$ cat config.mk
export PLATFORM = sky130hd
export DESIGN_NAME = volt_seg_dynamic
export DESIGN_NICKNAME = d
export VERILOG_FILES = /design/src/rtl/volt_seg_dynamic.sv
export SDC_FILE = /design/constraint.sdc
export NUM_CORES = 1
export LEC_CHECK = 0
export ABC_CLOCK_PERIOD_IN_PS = 4480
export CORE_MARGIN = 4
export CORE_UTILIZATION = 50
export CTS_CLUSTER_DIAMETER = 120
export DETAILED_ROUTE_END_ITERATION = 8
export GPL_TIMING_DRIVEN = 1
export PLACE_DENSITY = 0.69
export SYNTH_ARGS = -nofsm -noshare
export SYNTH_HDL_FRONTEND = slang
export SYNTH_SLANG_ARGS = --single-unit
$ cat constraint.sdc
create_clock -name sys_clk -period 4.48 [get_ports sys_clk]
set_input_delay 0.672 -clock sys_clk [delete_from_list [all_inputs] [get_ports sys_clk]]
set_output_delay 0.672 -clock sys_clk [all_outputs]
set_load 0.05 [all_outputs]
$ cat src/rtl/volt_seg_dynamic.sv
// volt_seg_dynamic
// Display stage for the voltmeter datapath. Each sample of the unsigned mV
// magnitude and its sign is converted to five BCD digits by a sequential
// shift-add-3 engine. The result drives a six-digit common-anode 7-segment
// display, time-multiplexed as +/-DD.DDD V.
//
// Optional build macro:
//   LEADING_ZERO_BLANK_EN - blank the tens-of-volts digit (d4) when it is 0.
//
// sel and seg are both registered and update on the same tick edge, so a
// digit never shows another digit's segments.
module volt_seg_dynamic #(
    parameter int CNT_MAX = 49_999          // digit dwell minus one, in sys_clk cycles
) (
    input  logic        sys_clk,
    input  logic        sys_rst_n,
    input  logic [15:0] volt,
    input  logic        sign,
    input  logic        disp_en,
    output logic [5:0]  sel,
    output logic [7:0]  seg
);

    // ------------------------------------------------------------------
    // Constants
    // ------------------------------------------------------------------
    localparam int              CW       = (CNT_MAX < 2) ? 1 : $clog2(CNT_MAX + 1);
    localparam logic [CW-1:0]   CNT_LAST = CW'(CNT_MAX);

    localparam logic [1:0]      ST_IDLE  = 2'd0;
    localparam logic [1:0]      ST_SHIFT = 2'd1;
    localparam logic [1:0]      ST_LOAD  = 2'd2;

    localparam logic [7:0]      SEG_BLANK = 8'hFF;
    localparam logic [7:0]      SEG_MINUS = 8'hBF;
    localparam logic [7:0]      DP_MASK   = 8'h7F;

    // ------------------------------------------------------------------
    // Helper functions
    // ------------------------------------------------------------------
    // Active-low segment pattern for one BCD digit; illegal codes go blank.
    function automatic logic [7:0] seg_code(input logic [3:0] digit);
        logic [7:0] code;
        case (digit)
            4'd0:    code = 8'hC0;
            4'd1:    code = 8'hF9;
            4'd2:    code = 8'hA4;
            4'd3:    code = 8'hB0;
            4'd4:    code = 8'h99;
            4'd5:    code = 8'h92;
            4'd6:    code = 8'h82;
            4'd7:    code = 8'hF8;
            4'd8:    code = 8'h80;
            4'd9:    code = 8'h90;
            default: code = SEG_BLANK;
        endcase
        return code;
    endfunction

    // Double-dabble correction of one nibble: add 3 when it is 5 or more,
    // so the following left shift carries correctly into the next decade.
    function automatic logic [3:0] add3(input logic [3:0] nib);
        logic [3:0] res;
        if (nib >= 4'd5) begin
            res = nib + 4'd3;
        end else begin
            res = nib;
        end
        return res;
    endfunction

    // Apply the add-3 correction to all five decades of the accumulator.
    function automatic logic [19:0] bcd_adjust(input logic [19:0] bcd);
        return {add3(bcd[19:16]), add3(bcd[15:12]), add3(bcd[11:8]),
                add3(bcd[7:4]),   add3(bcd[3:0])};
    endfunction

    // ------------------------------------------------------------------
    // State
    // ------------------------------------------------------------------
    logic [CW-1:0] r_cnt_ms;
    logic [2:0]    r_idx;
    logic [1:0]    r_state;
    logic [15:0]   r_bin;
    logic [19:0]   r_bcd;
    logic [4:0]    r_bit_cnt;
    logic          r_sign_s;
    logic [19:0]   r_disp_bcd;
    logic          r_disp_sign;
    logic [5:0]    r_sel;
    logic [7:0]    r_seg;

    logic          w_tick;
    logic [2:0]    w_idx_nxt;
    logic          w_trig;
    logic [19:0]   w_bcd_adj;
    logic [3:0]    w_digit;
    logic [7:0]    w_code;
    logic [5:0]    w_sel_nxt;
    logic [7:0]    w_seg_nxt;

    assign w_tick    = (r_cnt_ms == CNT_LAST);
    assign w_idx_nxt = (r_idx == 3'd5) ? 3'd0 : (r_idx + 3'd1);
    // A new sample is taken once per refresh, on the tick that selects d0.
    assign w_trig    = w_tick && (r_idx == 3'd5);
    assign w_bcd_adj = bcd_adjust(r_bcd);

    assign sel = r_sel;
    assign seg = r_seg;

    // ------------------------------------------------------------------
    // Scan timing
    // ------------------------------------------------------------------
    // Dwell counter: counts 0..CNT_MAX and wraps, one tick per digit.
    always_ff @(posedge sys_clk or negedge sys_rst_n) begin
        if (!sys_rst_n) begin
            r_cnt_ms <= '0;
        end else if (w_tick) begin
            r_cnt_ms <= '0;
        end else begin
            r_cnt_ms <= r_cnt_ms + {{(CW-1){1'b0}}, 1'b1};
        end
    end

    // Digit index: starts at 5 so that the first tick lands on d0.
    always_ff @(posedge sys_clk or negedge sys_rst_n) begin
        if (!sys_rst_n) begin
            r_idx <= 3'd5;
        end else if (w_tick) begin
            r_idx <= w_idx_nxt;
        end else begin
            r_idx <= r_idx;
        end
    end

    // ------------------------------------------------------------------
    // Binary to BCD conversion
    // ------------------------------------------------------------------
    // Shift-add-3 FSM; the display copy is only written in LOAD so a scan
    // never mixes digits from two different samples.
    always_ff @(posedge sys_clk or negedge sys_rst_n) begin
        if (!sys_rst_n) begin
            r_state     <= ST_IDLE;
            r_bin       <= 16'd0;
            r_bcd       <= 20'd0;
            r_bit_cnt   <= 5'd0;
            r_sign_s    <= 1'b0;
            r_disp_bcd  <= 20'd0;
            r_disp_sign <= 1'b0;
        end else begin
            case (r_state)
                ST_IDLE: begin
                    // A trigger outside IDLE is dropped by construction.
                    if (w_trig) begin
                        r_bin     <= volt;
                        r_sign_s  <= sign;
                        r_bcd     <= 20'd0;
                        r_bit_cnt <= 5'd0;
                        r_state   <= ST_SHIFT;
                    end else begin
                        r_state   <= ST_IDLE;
                    end
                end
                ST_SHIFT: begin
                    {r_bcd, r_bin} <= {w_bcd_adj, r_bin} << 1;
                    r_bit_cnt      <= r_bit_cnt + 5'd1;
                    if (r_bit_cnt == 5'd15) begin
                        r_state <= ST_LOAD;
                    end else begin
                        r_state <= ST_SHIFT;
                    end
                end
                ST_LOAD: begin
                    r_disp_bcd  <= r_bcd;
                    r_disp_sign <= r_sign_s;
                    r_state     <= ST_IDLE;
                end
                default: begin
                    r_state <= ST_IDLE;
                end
            endcase
        end
    end

    // ------------------------------------------------------------------
    // Segment / select generation
    // ------------------------------------------------------------------
    // Pick the nibble for the digit about to be selected.
    always_comb begin
        w_digit = 4'd0;
        case (w_idx_nxt)
            3'd0:    w_digit = r_disp_bcd[3:0];
            3'd1:    w_digit = r_disp_bcd[7:4];
            3'd2:    w_digit = r_disp_bcd[11:8];
            3'd3:    w_digit = r_disp_bcd[15:12];
            3'd4:    w_digit = r_disp_bcd[19:16];
            default: w_digit = 4'd0;
        endcase
    end

    assign w_code = seg_code(w_digit);

    // Next segment pattern: dp on d3, optional zero blanking on d4, sign on
    // d5, and everything blank while the display is disabled.
    always_comb begin
        w_seg_nxt = SEG_BLANK;
        if (!disp_en) begin
            w_seg_nxt = SEG_BLANK;
        end else begin
            case (w_idx_nxt)
                3'd0, 3'd1, 3'd2: begin
                    w_seg_nxt = w_code;
                end
                3'd3: begin
                    w_seg_nxt = w_code & DP_MASK;
                end
                3'd4: begin
`ifdef LEADING_ZERO_BLANK_EN
                    if (w_digit == 4'd0) begin
                        w_seg_nxt = SEG_BLANK;
                    end else begin
                        w_seg_nxt = w_code;
                    end
`else
                    w_seg_nxt = w_code;
`endif
                end
                3'd5: begin
                    if (r_disp_sign) begin
                        w_seg_nxt = SEG_MINUS;
                    end else begin
                        w_seg_nxt = SEG_BLANK;
                    end
                end
                default: begin
                    w_seg_nxt = SEG_BLANK;
                end
            endcase
        end
    end

    // One-hot select for the digit about to be shown.
    always_comb begin
        w_sel_nxt = 6'b000000;
        case (w_idx_nxt)
            3'd0:    w_sel_nxt = 6'b000001;
            3'd1:    w_sel_nxt = 6'b000010;
            3'd2:    w_sel_nxt = 6'b000100;
            3'd3:    w_sel_nxt = 6'b001000;
            3'd4:    w_sel_nxt = 6'b010000;
            3'd5:    w_sel_nxt = 6'b100000;
            default: w_sel_nxt = 6'b000000;
        endcase
    end

    // Output registers: sel and seg load together on every tick.
    always_ff @(posedge sys_clk or negedge sys_rst_n) begin
        if (!sys_rst_n) begin
            r_sel <= 6'b000000;
            r_seg <= SEG_BLANK;
        end else if (w_tick) begin
            r_sel <= w_sel_nxt;
            r_seg <= w_seg_nxt;
        end else begin
            r_sel <= r_sel;
            r_seg <= r_seg;
        end
    end

endmodule

# Yosys cells after proc, flatten, opt, wreduce, memory -nomap -nowiden
# Memories as Yosys holds them, arrays and structs flattened.
# Index checks and enable logic that the tools add are counted.
[totals] regBits=98 romBits=112 inputBits=20 output_inout_bits=14 wordCells=64 memories=1
[op_classes] n_addsub=8 magnitude_cmp=5 eq_ne=11 n_mux=21 n_reduce_logical=7
[memory_table] name="(no name shown)" depth=16 word_bits=7 read_ports=1 rd_clocked_by_memory_dff=0 write_ports=0 line_no="44" rtl="case (digit)"
[ops] operator="$pmux 20 s2" n=1
[ops] operator="$pmux 6 s6" n=1
[ops] operator="$mux 16" n=2
[ops] operator="$pmux 16 s2" n=1
[ops] operator="$pmux 8 s3" n=1
[ops] operator="$ge 4x3->1 const B" n=5
[ops] operator="$mux 20" n=1
[ops] operator="$pmux 4 s5" n=1
[ops] operator="$add 16x1->16 const B" n=1
[ops] operator="$add 4x2->4 const B" n=4
[ops] operator="$eq 16x16->1 const B" n=1
[ops] operator="$mux 4" n=4
[ops] operator="$pmux 5 s2" n=1
[ops] operator="$eq 3x3->1 const B" n=3
[ops] operator="$mux 8" n=1
[ops] operator="$mux 7" n=1
[ops] operator="$eq 3x2->1 const B" n=2
[ops] operator="$mux 3" n=2
[ops] operator="$add 5x1->5 const B" n=1
[ops] operator="$eq 5x4->1 const B" n=1
[ops] operator="$mux 5" n=1
[ops] operator="$pmux 2 s2" n=1
[ops] operator="$reduce_and 2->1" n=2
[ops] operator="$reduce_or 4->1" n=1
[ops] operator="other kinds (12)" n=12

# Depth between registers and ports, before layout
# Gate-level depths: netlist (run 1).
# An unclocked memory read counts as a cell.
[logic_depth] word_depth=7 depth_mapped=10 mapped_depth_nobuf=8

# Worst setup path after synthesis (run 1)
# Ideal clock, no wire load.
[synth_path] kind="flip-flop to flip-flop" from="reg r_idx[2]" to="reg r_seg[3], in the netlist seg[3]" setup_time_ns=0.083 t_arrival_ns=2.286 required_ns=4.397 setup_slack_ns=2.111 path_stages_with_launch=11 n_path_buf=2 synth_period_minus_slack_ns=2.369 cell_sequence="dfstp_2 -> clkbuf_1 -> clkbuf_1 -> nor2_1 -> nand3b_1 -> o211a_1 -> inv_1 -> ha_1 -> nor3_1 -> a211oi_1 -> o32a_1"
[synth_via] elab_chain_len=7 word_cells_on_any_way=14 classes_between="add/sub (1); eq/ne (6); mux (4); reduce/logical (2); memory (1)"
[synth_rtl] element="start: declaration" line_no="82" rtl="logic [2:0] r_idx;"
[synth_rtl] element="start signal: assignment" line_no="130" rtl="r_idx <= w_idx_nxt;"
[synth_rtl] element="start signal: assignment" line_no="132" rtl="r_idx <= r_idx;"
[synth_rtl] element="$add 3x1->3 / $eq 3x3->1 (equally long branches)" line_no="103" rtl="assign w_idx_nxt = (r_idx == 3'd5) ? 3'd0 : (r_idx + 3'd1);"
[synth_rtl] element="$mux 3 *" line_no="103"
[synth_rtl] element="$eq 3x3->1, or another cell as far along" line_no="191, 210"
[synth_rtl] element="$pmux 4 s5" line_no="191" rtl="case (w_idx_nxt)"
[synth_rtl] element="$mem_v2 16x7"
[synth_rtl] element="$pmux 8 s3 *" line_no="210" rtl="case (w_idx_nxt)"
[synth_rtl] element="$mux 8 *" line_no="207" rtl="if (!disp_en) begin"
[synth_rtl] element="end signal: assignment" line_no="263" rtl="r_seg <= w_seg_nxt;"
[synth_rtl] element="end signal: assignment" line_no="266" rtl="r_seg <= r_seg;"
[synth_rtl] element="end: declaration" line_no="91" rtl="logic [7:0] r_seg;"
# Every way passes the cells marked *; elsewhere a longest branch is shown, timed or not.
# A chain may end at the register's enable or synchronous reset.

# Final worst setup path (run 1)
[layout_path] from="reg r_idx[2]" to="reg r_sign_s"
[layout_via] elab_chain_len=3
[layout_rtl] element="$eq 3x3->1" line_no="105" rtl="assign w_trig = w_tick && (r_idx == 3'd5);"
[layout_rtl] element="$logic_and 1x1->1" line_no="105"
[layout_rtl] element="$reduce_and 2->1 (no source line)"
[layout_rtl] element="end signal: assignment" line_no="156" rtl="r_sign_s <= sign;"
[layout_rtl] element="end: declaration" line_no="87" rtl="logic r_sign_s;"
# Every way passes these cells.

==> reports/results.tsv, run 1 <==
metric	value	unit
synth_nets	537	
finalCriticalPeriod	2610	ps
io_buffers	33	
synth.top_cell.area_share	0.431	
drcViolationCount	0	
die_area	11900	um^2
maxCapViolCount	0	
synth_most_common_cell	dfrtp_1	
cts_resized	0	
synth.area.top_cells	dfrtp_1 (43%), dfstp_2 (5.1%), ha_1 (4.7%)	
crit_required	4730	ps
wl	10500	um
syn_area_per_cell	10.2	um^2
antenna_found_initial	0	
routedWlPerCell	15.9	um
power_density	267	nW/um^2
clockBufferDepth	2	
ys_types	50	
synth_common_cells	dfrtp_1 (88), nand2_1 (48), o21ai_0 (32)	
relSlewSlack	0.382	
cts_hold_buffers	0	
die_h	109	um
yosysWarnings	0	
fillers	821	
grt_pass1_vias	3617	
min_path_type	in -> async	
cts.clk_slew.worst_paths	100	ps
rsz0062_at_grt	false	
async_flop_share	1.00	
gp_congestion	0.832	
cellLeakagePower	2.58	nW
yosysSeqAreaShare	0.483	
vias	3700	
stdcell_count	659	
drt_iter0_markers	207	
ir_drop	0.000173	V
post-dp-hpwl	7190	um
period_share	0.582	
nets	560	
synth_area_leader_cell	dfrtp_1	
grt.overflow.total	0	
num_antenna_cells	0	
ys.flop_type	dfrtp_1	
die_w	109	um
cts-buffers-inserted	9	
synth_edf_count	0	
grt_util_all_layers	0.190	
drive_gt1_frac	0.122	
ios	34	
critPathKind	reg -> reg	
fin_util	0.583	
cts_root_buffer	clkbuf_8	
final_area	5750	um^2
max_freq	0.384	GHz
reg2reg_setup_slack	1870	ps
startpoint_type	register	
synth_area	5100	um^2
clk_latency	370	ps
cts.sinks	98	
rows	36	
grt_pass1_wl	17800	um
area_growth_syn_to_layout	12.6	%
hold_slack	417	ps
crit_path_end_kind	register	
postPlaceCellArea	5540	um^2
skew	14.4	ps
synth-seq-cells	98	
start_util	0.517	
crit_fanout	20	
place_inst	643	
tightest_slew	928	ps
drv_slew	0	
syn_inst	498	
r2r_start	r_idx[2]$_DFFE_PN1N_	
drtPass1Iterations	5	
hold_viol	0	
grt_max_degree	75	
post_cts_buffers	0	
cts_tree	done	
status	finished clean	
final-setup-viol-count	0	
core_area	9860	um^2
htreeDepth	3	
reg2reg_to	r_sign_s$_DFFE_PN0P_	
via_per_inst	5.61	
tns	0	ps
cp.arrival	2860	ps
rr_worst_depth	5	
final_antenna_net_count	0	
-- area by class of cell --
type | instances | area (um^2) | area share
well taps | 133 | 166 | 0.0290
flip-flops and latches | 98 | 2460 | 0.429
multi-input cells | 340 | 2400 | 0.418
inverters | 31 | 116 | 0.0202
repair buffers | 41 | 388 | 0.0675
clock buffers | 11 | 131 | 0.0229
clock inverters | 5 | 78.8 | 0.0137
-- routing by layer --
metal	wire length, um	vias up	share of wire	track usage
met5	0	-	0	0
met3	361	9	0.034	0.0379
li1	-	1819	-	-
met2	4890	63	0.47	0.298
met1	5110	1809	0.49	0.265
met4	123	0	0.012	0.0631
-- metrics by stage --
stage	power, mW	setup WS [ps]
after floorplan	0.906	2110
after global placement	0.942	1900
after detailed placement	0.943	1880
after CTS	1.56	1860
after global routing	1.60	1700
final	1.54	1870
-- report_power, final --
part           internal (mW)  leakage, nW  switching, mW
registers              0.885         1.24       0.000348
clock network          0.314        0.107          0.298
logic                 0.0164         1.24         0.0221
-- flip-flops by register name, indices dropped and copies added, names as in the netlist --
signal / flops
r_disp_bcd: 20
r_sign_s: 1
r_disp_sign: 1
seg: 8
r_idx: 3
r_bin: 16
r_cnt_ms: 16
r_state: 2
r_bcd: 20
sel: 6
r_bit_cnt: 5
-- cell families after synthesis --
group / count (synthesis) / share of synthesized area
xor+xnor: 24 / 0.0412
compound gates: 117 / 0.175
simple gates: 154 / 0.152
mux: 26 / 0.0552
flops: 98 / 0.483
buf+inv: 60 / 0.0468
fa+ha+maj: 19 / 0.0466
-- layout by cell type (no fill, tap or decap), types with 9 or more instances in the layout --
cell	n
nand2_1	48
xor2_1	11
mux2i_1	9
nand2b_1	25
dfrtp_1	88
dfstp_2	10
xnor2_1	13
inv_1	31
clkbuf_8	9
nor2_1	28
ha_1	19
o21ai_0	32
clkdlybuf4s50_1	32
buf_4	9
a22o_1	25
mux2_2	17
o32ai_1	15
-- worst max-delay path by stage --
stage                               start                   end  slack (ps)  cells after the start
global route        r_cnt_ms[0]$_DFF_PN0_  r_sign_s$_DFFE_PN0P_        1700                      6
finish               r_idx[2]$_DFFE_PN1N_  r_sign_s$_DFFE_PN0P_        1870                      5
CTS                 r_cnt_ms[0]$_DFF_PN0_  r_sign_s$_DFFE_PN0P_        1860                      6
floorplan            r_idx[2]$_DFFE_PN1N_    seg[3]$_DFFE_PN1N_        2110                     10
global placement     r_idx[0]$_DFFE_PN1N_  r_sign_s$_DFFE_PN0P_        1900                      5
detailed placement  r_cnt_ms[0]$_DFF_PN0_  r_sign_s$_DFFE_PN0P_        1880                      6
-- critical path: stages, from the launching register on --
cell and delay [ps]:
dfstp_2 730, nand2_1 100, or2_2 300, or4_1 830, nor2_1 200, mux2_2 340
(Power assumes the default switching activity.)
==> inputs of run 2 (changes only) <==
ABC_CLOCK_PERIOD_IN_PS = 2240   (was 4480)
PLACE_DENSITY = 0.72   (was 0.69)
clock period = 2.24 ns   (was 4.48 ns; I/O delays follow)
==> reports/results.tsv, run 2 (same netlist as run 1, synthesis figures left out) <==
metric	value	unit
crit_path_end_kind	register	
max_freq	0.459	GHz
grt_pass1_vias	3898	
status	finished clean	
startpoint_type	register	
grt_max_degree	61	
vias	3833	
cp.arrival	2480	ps
rsz0062_at_grt	true	
critPathKind	reg -> reg	
die_area	11900	um^2
final_antenna_net_count	0	
cts-buffers-inserted	9	
htreeDepth	3	
reg_top3	r_bcd: 20 flops, r_disp_bcd: 20 flops	
relSlewSlack	0.656	
grt.overflow.total	0	
cts_root_buffer	clkbuf_8	
drcViolationCount	0	
core_area	9860	um^2
via_per_inst	5.55	
fin_util	0.608	
cts.clk_slew.worst_paths	110	ps
skew	14.5	ps
final_cell_mix	dfrtp_1 (88), nand2_1 (48), buf_4 (39), o21ai_0 (32), clkdlybuf4s50_1 (32)	
final_common_cell	dfrtp_1	
rows	36	
crit_fanout	16	
min_path_type	in -> async	
final-setup-viol-count	0	
period_share	0.972	
cts.sinks	98	
io_buffers	33	
nets	592	
worst_slack	63.4	ps
power_density	491	nW/um^2
hold_slack	338	ps
ios	34	
grt_util_all_layers	0.196	
cellLeakagePower	2.73	nW
num_antenna_cells	0	
routedWlPerCell	15.5	um
drv_slew	0	
tightest_slew	515	ps
wl	10700	um
dp_slack	22.9	ps
maxCapViolCount	0	
crit_required	2550	ps
antenna_found_initial	0	
area_growth_syn_to_layout	17.5	%
cts_tree	done	
clk_latency	370	ps
ir_drop	0.000247	V
drt_iter0_markers	193	
grt_pass1_wl	18400	um
gp_congestion	0.827	
finalCriticalPeriod	2180	ps
hold_viol	0	
drtPass1Iterations	5	
start_util	0.517	
die_h	109	um
die_w	109	um
drive_gt1_frac	0.181	
post-dp-hpwl	7760	um
clockBufferDepth	2	
[run 2: cell count changes in the layout (fill, tap and decap cells not counted), sizes merged]
cell,previous run,this run
buf,9,40
inv,31,35
clkinv,3,0
clkinvlp,0,3
bufinv,2,0
clkbuf,11,9
dlygate4sd3,0,1
[run 2: final cells by class]
class | count | area (um^2)
fill | 815 | 3870
sequential | 98 | 2460
multi-input combinational | 340 | 2430
timing repair buffer | 73 | 643
tap | 133 | 166
clock buffer | 9 | 124
inverter | 31 | 116
clock inverter | 7 | 57.6
[run 2: metal layers]
layer	vias to the layer above	part of all wire	wire length [um]	global-route usage
li1	1879	-	-	-
met1	1883	0.48	5180	0.264
met4	0	0.022	240	0.0730
met3	17	0.023	250	0.0420
met2	54	0.47	5030	0.310
met5	-	0	0	0
[run 2: worst paths after layout]
kind / start / slack, ps / end / cells past startpoint
max: r_idx[0]$_DFFE_PN1N_ / 60 / r_bin[12]$_DFFE_PN0P_ / 6
min: sys_rst_n / 340 / r_cnt_ms[8]$_DFF_PN0_ / 2
max reg2reg: r_idx[0]$_DFFE_PN1N_ / 60 / r_bin[12]$_DFFE_PN0P_ / 6
min reg2reg: r_disp_bcd[12]$_DFFE_PN0N_ / 490 / r_disp_bcd[12]$_DFFE_PN0N_ / 2
max in group asynchronous: sys_rst_n / 1280 / seg[1]$_DFFE_PN1N_ / 3
min in group sys_clk: r_disp_bcd[12]$_DFFE_PN0N_ / 490 / r_disp_bcd[12]$_DFFE_PN0N_ / 2
[run 2: repair_timing]
item                                   4_1_cts  5_1_grt
endpoints found under the hold margin       12        0
buffers inserted                             0        4
pin swaps                                    0        1
setup endpoints to repair                    1       18
hold buffers                                 1        0
gates cloned                                 0        0
resized for setup                            1        3
[run 2: stage by stage]
stage          instance area (um^2)  setup TNS [ps]  instances  total power, mW
2_1_floorplan                  5110               0        498             1.81
3_3_place_gp                   5750               0        670             1.89
3_5_place_dp                   5750               0        670             1.89
4_1_cts                        5950               0        687             2.98
5_1_grt                        6000           -42.7        691             3.07
6_report                       6000               0        691             2.94
[run 2: where the power goes]
group	leakage [nW]	total [mW]	switching (mW)	internal, mW
registers	1.24	1.77	0.000714	1.77
clock network	0.0833	1.09	0.670	0.420
logic	1.41	0.0828	0.0450	0.0378
[run 2: worst max-delay path: stages (launching register included)]
cell,delay [ps]
dfstp_2,590
nand2_1,70
or2_2,290
or4_4,530
buf_4,210
o32ai_1,260
a221o_2,160
